==> config.mk <==
export PLATFORM = sky130hd
export DESIGN_NAME = dqpsk_diff_decoder
export DESIGN_NICKNAME = d
export VERILOG_FILES = /design/src/rtl/dqpsk_diff_decoder.sv
export SDC_FILE = /design/constraint.sdc
export NUM_CORES = 1
export LEC_CHECK = 0
export CAP_MARGIN = 20
export CORE_UTILIZATION = 32
export CTS_CLUSTER_DIAMETER = 40
export DETAILED_ROUTE_END_ITERATION = 7
export PLACE_DENSITY = 0.8
export REMOVE_ABC_BUFFERS = 1
export SLEW_MARGIN = 20
export SYNTH_ARGS = -nofsm -noshare
export SYNTH_HDL_FRONTEND = slang
export SYNTH_SLANG_ARGS = --single-unit
==> constraint.sdc <==
create_clock -name clk -period 1.8 [get_ports clk]
set_input_delay 0.36 -clock clk [delete_from_list [all_inputs] [get_ports clk]]
set_output_delay 0.36 -clock clk [all_outputs]
set_load 0.02 [all_outputs]
==> src/rtl/dqpsk_diff_decoder.sv <==
// DQPSK receive decoder: one strobe per symbol, quadrant slicer, differential decode.
// Define DQPSK_GRAY_EN for the Gray dibit map (must match the transmitter build).
module dqpsk_diff_decoder #(
    parameter int IQ_W          = 35,
    parameter int SPS           = 100,
    parameter int SAMPLE_OFFSET = 50
) (
    input  logic            clk,
    input  logic            rst,
    input  logic            in_valid,
    input  logic [IQ_W-1:0] in_i,
    input  logic [IQ_W-1:0] in_q,
    input  logic            sym_sync,
    output logic [1:0]      out_data,
    output logic            out_valid,
    input  logic            out_ready,
    output logic            overrun
);

    localparam int CNT_W = (SPS > 1) ? $clog2(SPS) : 1;

    typedef enum logic [1:0] {
        IDLE,
        REF,
        TRACK
    } state_t;

    state_t           state, state_nxt;
    logic [CNT_W-1:0] cnt, cnt_nxt, idx;
    logic             strobe;
    logic             i_neg, q_neg;
    logic [1:0]       q_slice, q_cur, q_prev, delta;
    logic             s1_valid, emit;
    logic             s2_valid;
    logic [1:0]       s2_dibit;

    function automatic logic [1:0] map_dibit(input logic [1:0] d);
`ifdef DQPSK_GRAY_EN
        return {d[1], d[1] ^ d[0]};
`else
        return d;
`endif
    endfunction

    // A sync pulse forces the current sample to index 0 before the strobe compare.
    // NOTE: give every always_comb output a default first so no path infers a latch.
    always_comb begin
        idx     = sym_sync ? '0 : cnt;
        cnt_nxt = sym_sync ? '0 : cnt;
        if (in_valid)
            cnt_nxt = (idx == CNT_W'(SPS - 1)) ? '0 : idx + 1'b1;
    end

    assign strobe = in_valid && (idx == CNT_W'(SAMPLE_OFFSET));

    // Quadrant index is {Q sign, I sign ^ Q sign}; zero counts as non-negative.
    assign i_neg   = $signed(in_i) < $signed(IQ_W'(0));
    assign q_neg   = $signed(in_q) < $signed(IQ_W'(0));
    assign q_slice = {q_neg, i_neg ^ q_neg};
    assign delta   = q_cur - q_prev;

    // NOTE: sequential state uses non-blocking assignments so every flop samples pre-edge values.
    always_ff @(posedge clk or posedge rst) begin
        if (rst) begin
            cnt      <= '0;
            s1_valid <= 1'b0;
            q_cur    <= 2'd0;
        end else begin
            cnt      <= cnt_nxt;
            s1_valid <= strobe;
            if (strobe)
                q_cur <= q_slice;
        end
    end

    // FSM: state register
    always_ff @(posedge clk or posedge rst) begin
        if (rst)
            state <= IDLE;
        else
            state <= state_nxt;
    end

    // FSM: next state
    always_comb begin
        state_nxt = state;
        case (state)
            IDLE:    if (s1_valid) state_nxt = REF;
            REF:     state_nxt = TRACK;
            TRACK:   state_nxt = TRACK;
            default: state_nxt = IDLE;
        endcase
    end

    // FSM: outputs
    always_comb begin
        emit = 1'b0;
        if (state == TRACK)
            emit = s1_valid;
    end

    // Difference stage; the reference advances even when the dibit is later dropped.
    always_ff @(posedge clk or posedge rst) begin
        if (rst) begin
            q_prev   <= 2'd0;
            s2_valid <= 1'b0;
            s2_dibit <= 2'b00;
        end else begin
            s2_valid <= emit;
            if (s1_valid)
                q_prev <= q_cur;
            if (emit)
                s2_dibit <= map_dibit(delta);
        end
    end

    // Single-entry output register with drop-on-full and a sticky overrun flag.
    always_ff @(posedge clk or posedge rst) begin
        if (rst) begin
            out_data  <= 2'b00;
            out_valid <= 1'b0;
            overrun   <= 1'b0;
        end else if (s2_valid) begin
            if (!out_valid || out_ready) begin
                out_data  <= s2_dibit;
                out_valid <= 1'b1;
            end else begin
                overrun <= 1'b1;
            end
        end else if (out_valid && out_ready) begin
            out_valid <= 1'b0;
        end
    end

endmodule

Word level (Yosys, flattened, before mapping)
Index checks and enable logic that the tools add are counted.
{"block": "word_totals", "reg_bits": 21, "out_inout_bits": 4, "wordCells": 41}
{"block": "op_classes", "addsub": 2, "order_cmp": 2, "eq_ne": 6, "n_mux": 9, "bitwise": 2, "n_reduce_logical": 10}
{"operator": "$lt 35x1->1 const B", "n": 2}
{"operator": "$mux 7", "n": 3}
{"operator": "$add 7x1->7 const B", "n": 1}
{"operator": "$eq 7x6->1 const B", "n": 1}
{"operator": "$eq 7x7->1 const B", "n": 1}
{"operator": "$reduce_and 2->1", "n": 3}
{"operator": "$mux 1", "n": 4}
{"operator": "$pmux 2 s2", "n": 1}
{"operator": "$eq 2x1->1 const B", "n": 1}
{"operator": "$eq 2x2->1 const B", "n": 1}
{"operator": "$logic_and 1x1->1", "n": 2}
{"operator": "$logic_not 2->1", "n": 1}
{"operator": "$mux 2", "n": 1}
{"operator": "$ne 2x1->1 const B", "n": 1}
{"operator": "$ne 2x2->1 const B", "n": 1}
{"operator": "$reduce_bool 2->1", "n": 1}
{"operator": "$reduce_or 2->1", "n": 1}
{"operator": "$sub 2x2->2", "n": 1}
{"operator": "$logic_not 1->1", "n": 1}
{"operator": "$logic_or 1x1->1", "n": 1}
{"operator": "$not 1->1", "n": 1}
{"operator": "$xor 1x1->1", "n": 1}

Depth between registers and ports, before layout
{"block": "depth", "word_depth": 4, "mapped_depth": 5, "depth_no_buf": 5}

Worst setup path before layout
Ideal clock, no wire load.
{"block": "synth_timing", "kind": "input-to-reg", "start": "input port sym_sync", "end": "register cnt[6]", "setup_ns": 0.077, "arrival_ns": 1.193, "required_ns": 1.723, "setup_slack_ns": 0.530, "cell_stages": 3, "n_path_buf": 0, "path_cell_list": "or2b_1 > or4_1 > a21oi_1"}
{"block": "synth_between", "elab_chain_cells": 4}
{"item": "start, declared", "line_no": "13", "source": "input logic sym_sync,"}
{"item": "$mux 7 *"}
{"item": "$add 7x1->7 or $eq 7x7->1 (tied branches)", "line_no": "51", "source": "cnt_nxt = (idx == CNT_W'(SPS - 1)) ? '0 : idx + 1'b1;"}
{"item": "$mux 7", "line_no": "51"}
{"item": "$mux 7 *", "line_no": "50", "source": "if (in_valid)"}
{"item": "net cnt_nxt[6]", "line_no": "29", "source": "logic [CNT_W-1:0] cnt, cnt_nxt, idx;"}
{"item": "end signal, assigned", "line_no": "69", "source": "cnt <= cnt_nxt;"}
{"item": "end, declared", "line_no": "29"}
The timed path passes the listed nets; every way through them passes the cells marked *.
A chain may end at the register's enable or synchronous reset.

Worst setup path in the final report
{"block": "layout_timing", "start": "register overrun", "end": "output port overrun"}
{"item": "start, declared", "line_no": "17", "source": "output logic overrun"}
{"item": "start signal, assigned", "line_no": "122", "source": "overrun <= 1'b0;"}
{"item": "start signal, assigned", "line_no": "128", "source": "overrun <= 1'b1;"}
No word-level cell between the ends.

==> metrics.md <==
| Metric | Value |
|---|---|
| RD Place Congestion | `0.820` |
| Status | `finished, violations left` |
| Largest net degree at the start of global routing | `22` |
| Instance count of the mapped netlist | `85` |
| Die area | `3240 um2` |
| # H-tree levels | `1` |
| Clock sinks | `21` |
| Failing checks | `DRC` |
| Fin crit share | `90.8%` |
| Final min period | `1630 ps` |
| Worst-path cell chain | `clkdlybuf4s50_1` |
| Initial Utilization | `34.4%` |
| Worst vdd ir | `211 uV` |
| Post-Route WL | `1560 um` |
| Vias in the first global route | `632` |
| Worst slew margin | `82.7%` |
| Post-Synthesis Cell Area | `966 um2` |
| GRT Resource Usage Total | `11.2%` |
| TritonRoute pass-1 iters | `6` |
| Setup repair bufs after CTS | `0` |
| CP arrival | `1270 ps` |
| Worst-Margin Slew | `260 ps` |
| Worst Skew | `8.44 ps` |
| Synth area leaders | `dfrtp_1, mux2_2, ha_1, xnor2_1, nand2_1` |
| Cell variety after synth | `25` |
| Core Util, Final | `41.7%` |
| CP max stage delay | `600 ps` |
| Slew Limit Fails | `0` |
| PortBufs | `10` |
| Num CTS Buffers | `3` |
| CP endpoint kind | `output port` |
| DRC | `2` |
| Synth area leader | `dfrtp_1` |
| Placed Area | `1140 um2` |
| Routed vias/inst | `4.79` |
| WP buf/inv | `1` |
| WHS | `362 ps` |
| Max Cap Violations | `0` |
| Worst min-delay path class | `in -> async` |
| Worst-path clk slew | `110 ps` |
| DIE HEIGHT | `56.9 um` |
| Std cell rows | `19` |
| Hold Violations, Final | `0` |
| Inst Count DP | `131` |
| Clock Latency Late Sink | `310 ps` |
| First DRT Iteration DRCs | `24` |
| PwrDens | `677 nW/um2` |
| Post-route ant nets | `0` |
| CP Launch Type | `flip-flop` |
| ANT cells | `0` |
| Layout cells sized above 1 | `16.3%` |
| CTS tree | `done` |
| Synth warn | `0` |
| # IOs | `79` |
| Finished Layout Cells | `135` |
| Antenna violations before repair | `0` |
| Hold Buf Count CTS | `0` |
| Delay-heaviest family, CP | `buffers and inverters` |
| Net count, final | `184` |
| Crit Path Category | `reg -> out` |
| Leak | `0.574 nW` |
| CP max FO | `2` |
| Dpl hpwl | `1200 um` |
| Area Growth Syn to Fin | `21.0%` |
| R2R Setup Slk | `460 ps` |
| DR vias | `646` |
| Seq/Total Area, Yosys | `54.4%` |
| Die X | `56.9 um` |
| Core ar. | `2810 um2` |
| Post-cts sizing count | `0` |
| Flops & latches, synth | `21` |
| Crit-path slowest cell | `clkdlybuf4s50_1` |
| Post-synth top area share | `54.4%` |
| Clk Tree Root Cell | `clkbuf_4` |
| Worst Path Required | `1440 ps` |
| Fmax | `0.612 GHz` |
| Final Cell Area | `1170 um2` |
| Routed WL per cell | `11.5 um` |
| CTS max path bufs | `2` |
| Filler cell count | `267` |
| Mean Syn Cell Area | `11.4 um2` |
| RSZ-0062 raised after global routing | `no` |
| First-pass GRT wire length | `2680 um` |
| GRT overflow | `0` |
| Final Setup Violations | `0` |
[per-layer routing]
| metal | routed length, um | up-vias | track usage [%] |
|---|---|---|---|
| li1 | - | 325 | - |
| met1 | 720 | 303 | 13.9 |
| met2 | 715 | 13 | 16.8 |
| met3 | 57 | 5 | 2.27 |
| met4 | 63 | 0 | 9.41 |
| met5 | 0 | - | 0 |
[area by class of cell]
| class | instances | area [um2] | share of cell area [%] |
|---|---|---|---|
| flip-flops and latches | 21 | 526 | 45.0 |
| multi-input cells | 56 | 410 | 35.1 |
| well taps | 31 | 38.8 | 3.32 |
| inverters | 8 | 30.0 | 2.57 |
| clock buffers | 4 | 26.3 | 2.25 |
| repair buffers | 15 | 138 | 11.8 |
[layout by cell type (no fill, tap or decap)]
cell type         n
a21oi_1           3
a41o_1            1
and2_2            1
and2b_1           1
and3b_1           1
buf_4             5
clkbuf_1          1
clkbuf_4          3
clkdlybuf4s50_1  10
dfrtp_1          21
ha_1              4
inv_1             8
mux2_2            5
mux2i_1           1
nand2_1           9
nand2b_1          2
nand3_1           1
nand4_1           1
nand4_4           1
nor2_1            4
nor3b_1           1
o21ai_0           6
o21bai_1          1
o31ai_1           1
or2b_1            2
or3_2             2
or4_1             1
xnor2_1           4
xor2_1            3
[stage by stage]
step | setup TNS, ps | setup slack (ps) | total power [W]
after CTS | 0 | 145 | 0.000805
after global routing | 0 | 114 | 0.000831
after global placement | 0 | 5.70 | 0.000567
after floorplan | 0 | 530 | 0.000540
after detailed placement | -63.4 | -44.5 | 0.000573
final | 0 | 166 | 0.000791
[synth_stat cells]
master / count
a21oi_1: 3
a41o_1: 1
and2_2: 1
and2b_1: 1
and3b_1: 1
dfrtp_1: 21
ha_1: 4
inv_1: 8
mux2_2: 5
mux2i_1: 1
nand2_1: 9
nand2b_1: 2
nand3_1: 1
nand4_1: 1
nand4_4: 1
nor2_1: 4
nor3b_1: 1
o21ai_0: 6
o21bai_1: 1
o31ai_1: 1
or2b_1: 2
or3_2: 2
or4_1: 1
xnor2_1: 4
xor2_1: 3
[power by group]
group,switching [W],internal (W)
Combinational,0.0000330,0.0000332
Sequential,0.0000145,0.000482
Clock,0.000142,0.0000867
[registers in the layout, indices dropped and copies added, names as in the netlist]
| register | cells |
|---|---|
| s1_valid | 1 |
| out_valid | 1 |
| s2_dibit | 2 |
| q_prev | 2 |
| s2_valid | 1 |
| out_data | 2 |
| cnt | 7 |
| state | 2 |
| q_cur | 2 |
| overrun | 1 |
[final timing paths]
| kind | from | end | cells after the start |
|---|---|---|---|
| worst max register to register | cnt[0] | q_cur[1] | 3 |
| worst min-delay path | rst | overrun | 3 |
| max in group asynchronous | rst | state[0] | 3 |
| worst max-delay path | overrun | overrun | 1 |
| worst min register to register | s2_valid | out_valid | 2 |
| min in group clk | s2_valid | out_valid | 2 |
[cells by family after synthesis]
kind of cell    Yosys count  synth area share [%]
xor+xnor                  7                  6.35
flops                    21                  54.4
simple gates             27                  16.8
mux                       6                  6.86
buf+inv                   8                  3.11
fa+ha+maj                 4                  5.18
compound gates           12                  7.25
(Power assumes the default switching activity.)
==> RTL edit (same flow settings) <==
`SPS`: 100 -> 150.
--- a/src/rtl/dqpsk_diff_decoder.sv
+++ b/src/rtl/dqpsk_diff_decoder.sv
@@ -4,3 +4,3 @@
     parameter int IQ_W          = 35,
-    parameter int SPS           = 100,
+    parameter int SPS           = 150,
     parameter int SAMPLE_OFFSET = 50
Check against the original RTL: no difference found for any inputs over 10 cycles, from zero or initial values and one cycle with rst high; that may be too few to reach the edited logic, so the function may still have changed.
==> RTL edit against the original RTL <==
Combinational power increased by 1%. Cell area increased by 8.5%. Routed wire length increased by 16%. Count of clock-buffer cells in the layout decreased by 1. Total power increased by 22%. Area after synthesis increased by 8.2%. Worst setup slack got worse by 0.033 ns. Sequential cell count increased by 1. Largest power group unchanged.
==> RTL edit: results (changes against the original RTL) <==
[status]
status = complete, no violations  ; was finished with violations

[placement]
pre_cts_ws_ns = 0.05974  ; was -0.04454 ns
dpl_cell_area_mm2 = 0.001215  ; was 0.001142 mm²

[finish]
area_growth_pct = 21.32  ; was 20.98%
fin_nets = 188  ; was 184
largest_register_ffs = 8  ; was 7
nFillCells = 299  ; was 267

[pwr]
vdd_drop_max_mv = 0.5916  ; was 0.2111 mV
power_density_mw_per_mm2 = 764.1  ; was 676.7 mW/mm²
power_frac_clock_pct = 39.7  ; was 28.9%
leakagePower_nw = 0.6147  ; was 0.5737 nW

[sta]
finalClockSkew_ns = 0.009854  ; was 0.008442 ns
holdWs_ns = 0.3612  ; was 0.3622 ns
tightest_slew_ns = 0.2855  ; was 0.2601 ns
fmax_ghz = 0.5999  ; was 0.6121 GHz

[detailed_routing]
drtIter0Drc = 11  ; was 24
met3WireLength_um = 104  ; was 57 µm
viasPerCell = 4.612  ; was 4.785
firstDrtPassIters = 3  ; was 6
vias = 701  ; was 646

[setup_path]
crit_arrival_ns = 1.31  ; was 1.27 ns
r2r_slack_ns = 0.39  ; was 0.46 ns
critPathMaxStageDelay_ns = 0.62  ; was 0.60 ns

[global_routing]
grt_pass1_vias = 725  ; was 632
grt_use_met1_pct = 14.85  ; was 13.91%
grt_first_pass_wirelength_mm = 3.174  ; was 2.684 mm
track_usage_pct = 12.35  ; was 11.21%
use_met2_pct = 21.10  ; was 16.81%
gr-usage-met3_pct = 5.677  ; was 2.268%
grt_max_degree = 23  ; was 22

[yosys]
synthTopCellsByCount = dfrtp_1 (22), nand2_1 (9), xnor2_1 (8), inv_1 (7)  ; was dfrtp_1 (21), nand2_1 (9), inv_1 (8), o21ai_0 (6), mux2_2 (5)
synthTopCellsByArea = dfrtp_1 (53%), xnor2_1 (6.7%), ha_1 (4.8%)  ; was dfrtp_1 (54%), mux2_2 (5.8%), ha_1 (5.2%)
syn_area_mm2 = 0.001045  ; was 965.9 µm²
ys_types = 28  ; was 25

[clocking]
path_clk_slew_ns = 0.13  ; was 0.11 ns

==> RTL edit: cell types whose count changed after synthesis, sizes merged, moves of 2 or more <==
cell,delta
and4,+2
xor2,-2
or3,-2
or2b,-2
a31oi,+2
and2,+3
nor2b,+2
a21oi,-3
xnor2,+4
a22oi,+2
o21ai,-2
==> RTL edit: logic make-up (layout without fill, tap and decap cells) <==
family                   after synthesis  count (layout)  synth area share, %
buffers and inverters                  8              24                3.234
flip-flops                            22              22                52.69
multiplexers                           7               7                7.305
AND/OR/NAND/NOR                       32              32                18.20
adder cells (fa/ha/maj)                4               4                4.791
XOR/XNOR                               9               9                7.545
AO/OA/AOI/OAI                         10              10                6.226
==> RTL edit: final cells by class <==
class | count | area share [%]
Sequential cell | 22 | 43.44
Multi-Input combinational cell | 62 | 36.33
Timing Repair Buffer | 13 | 9.674
Tap cell | 44 | 4.344
Clock inverter | 1 | 2.369
Inverter | 7 | 2.073
Clock buffer | 3 | 1.777
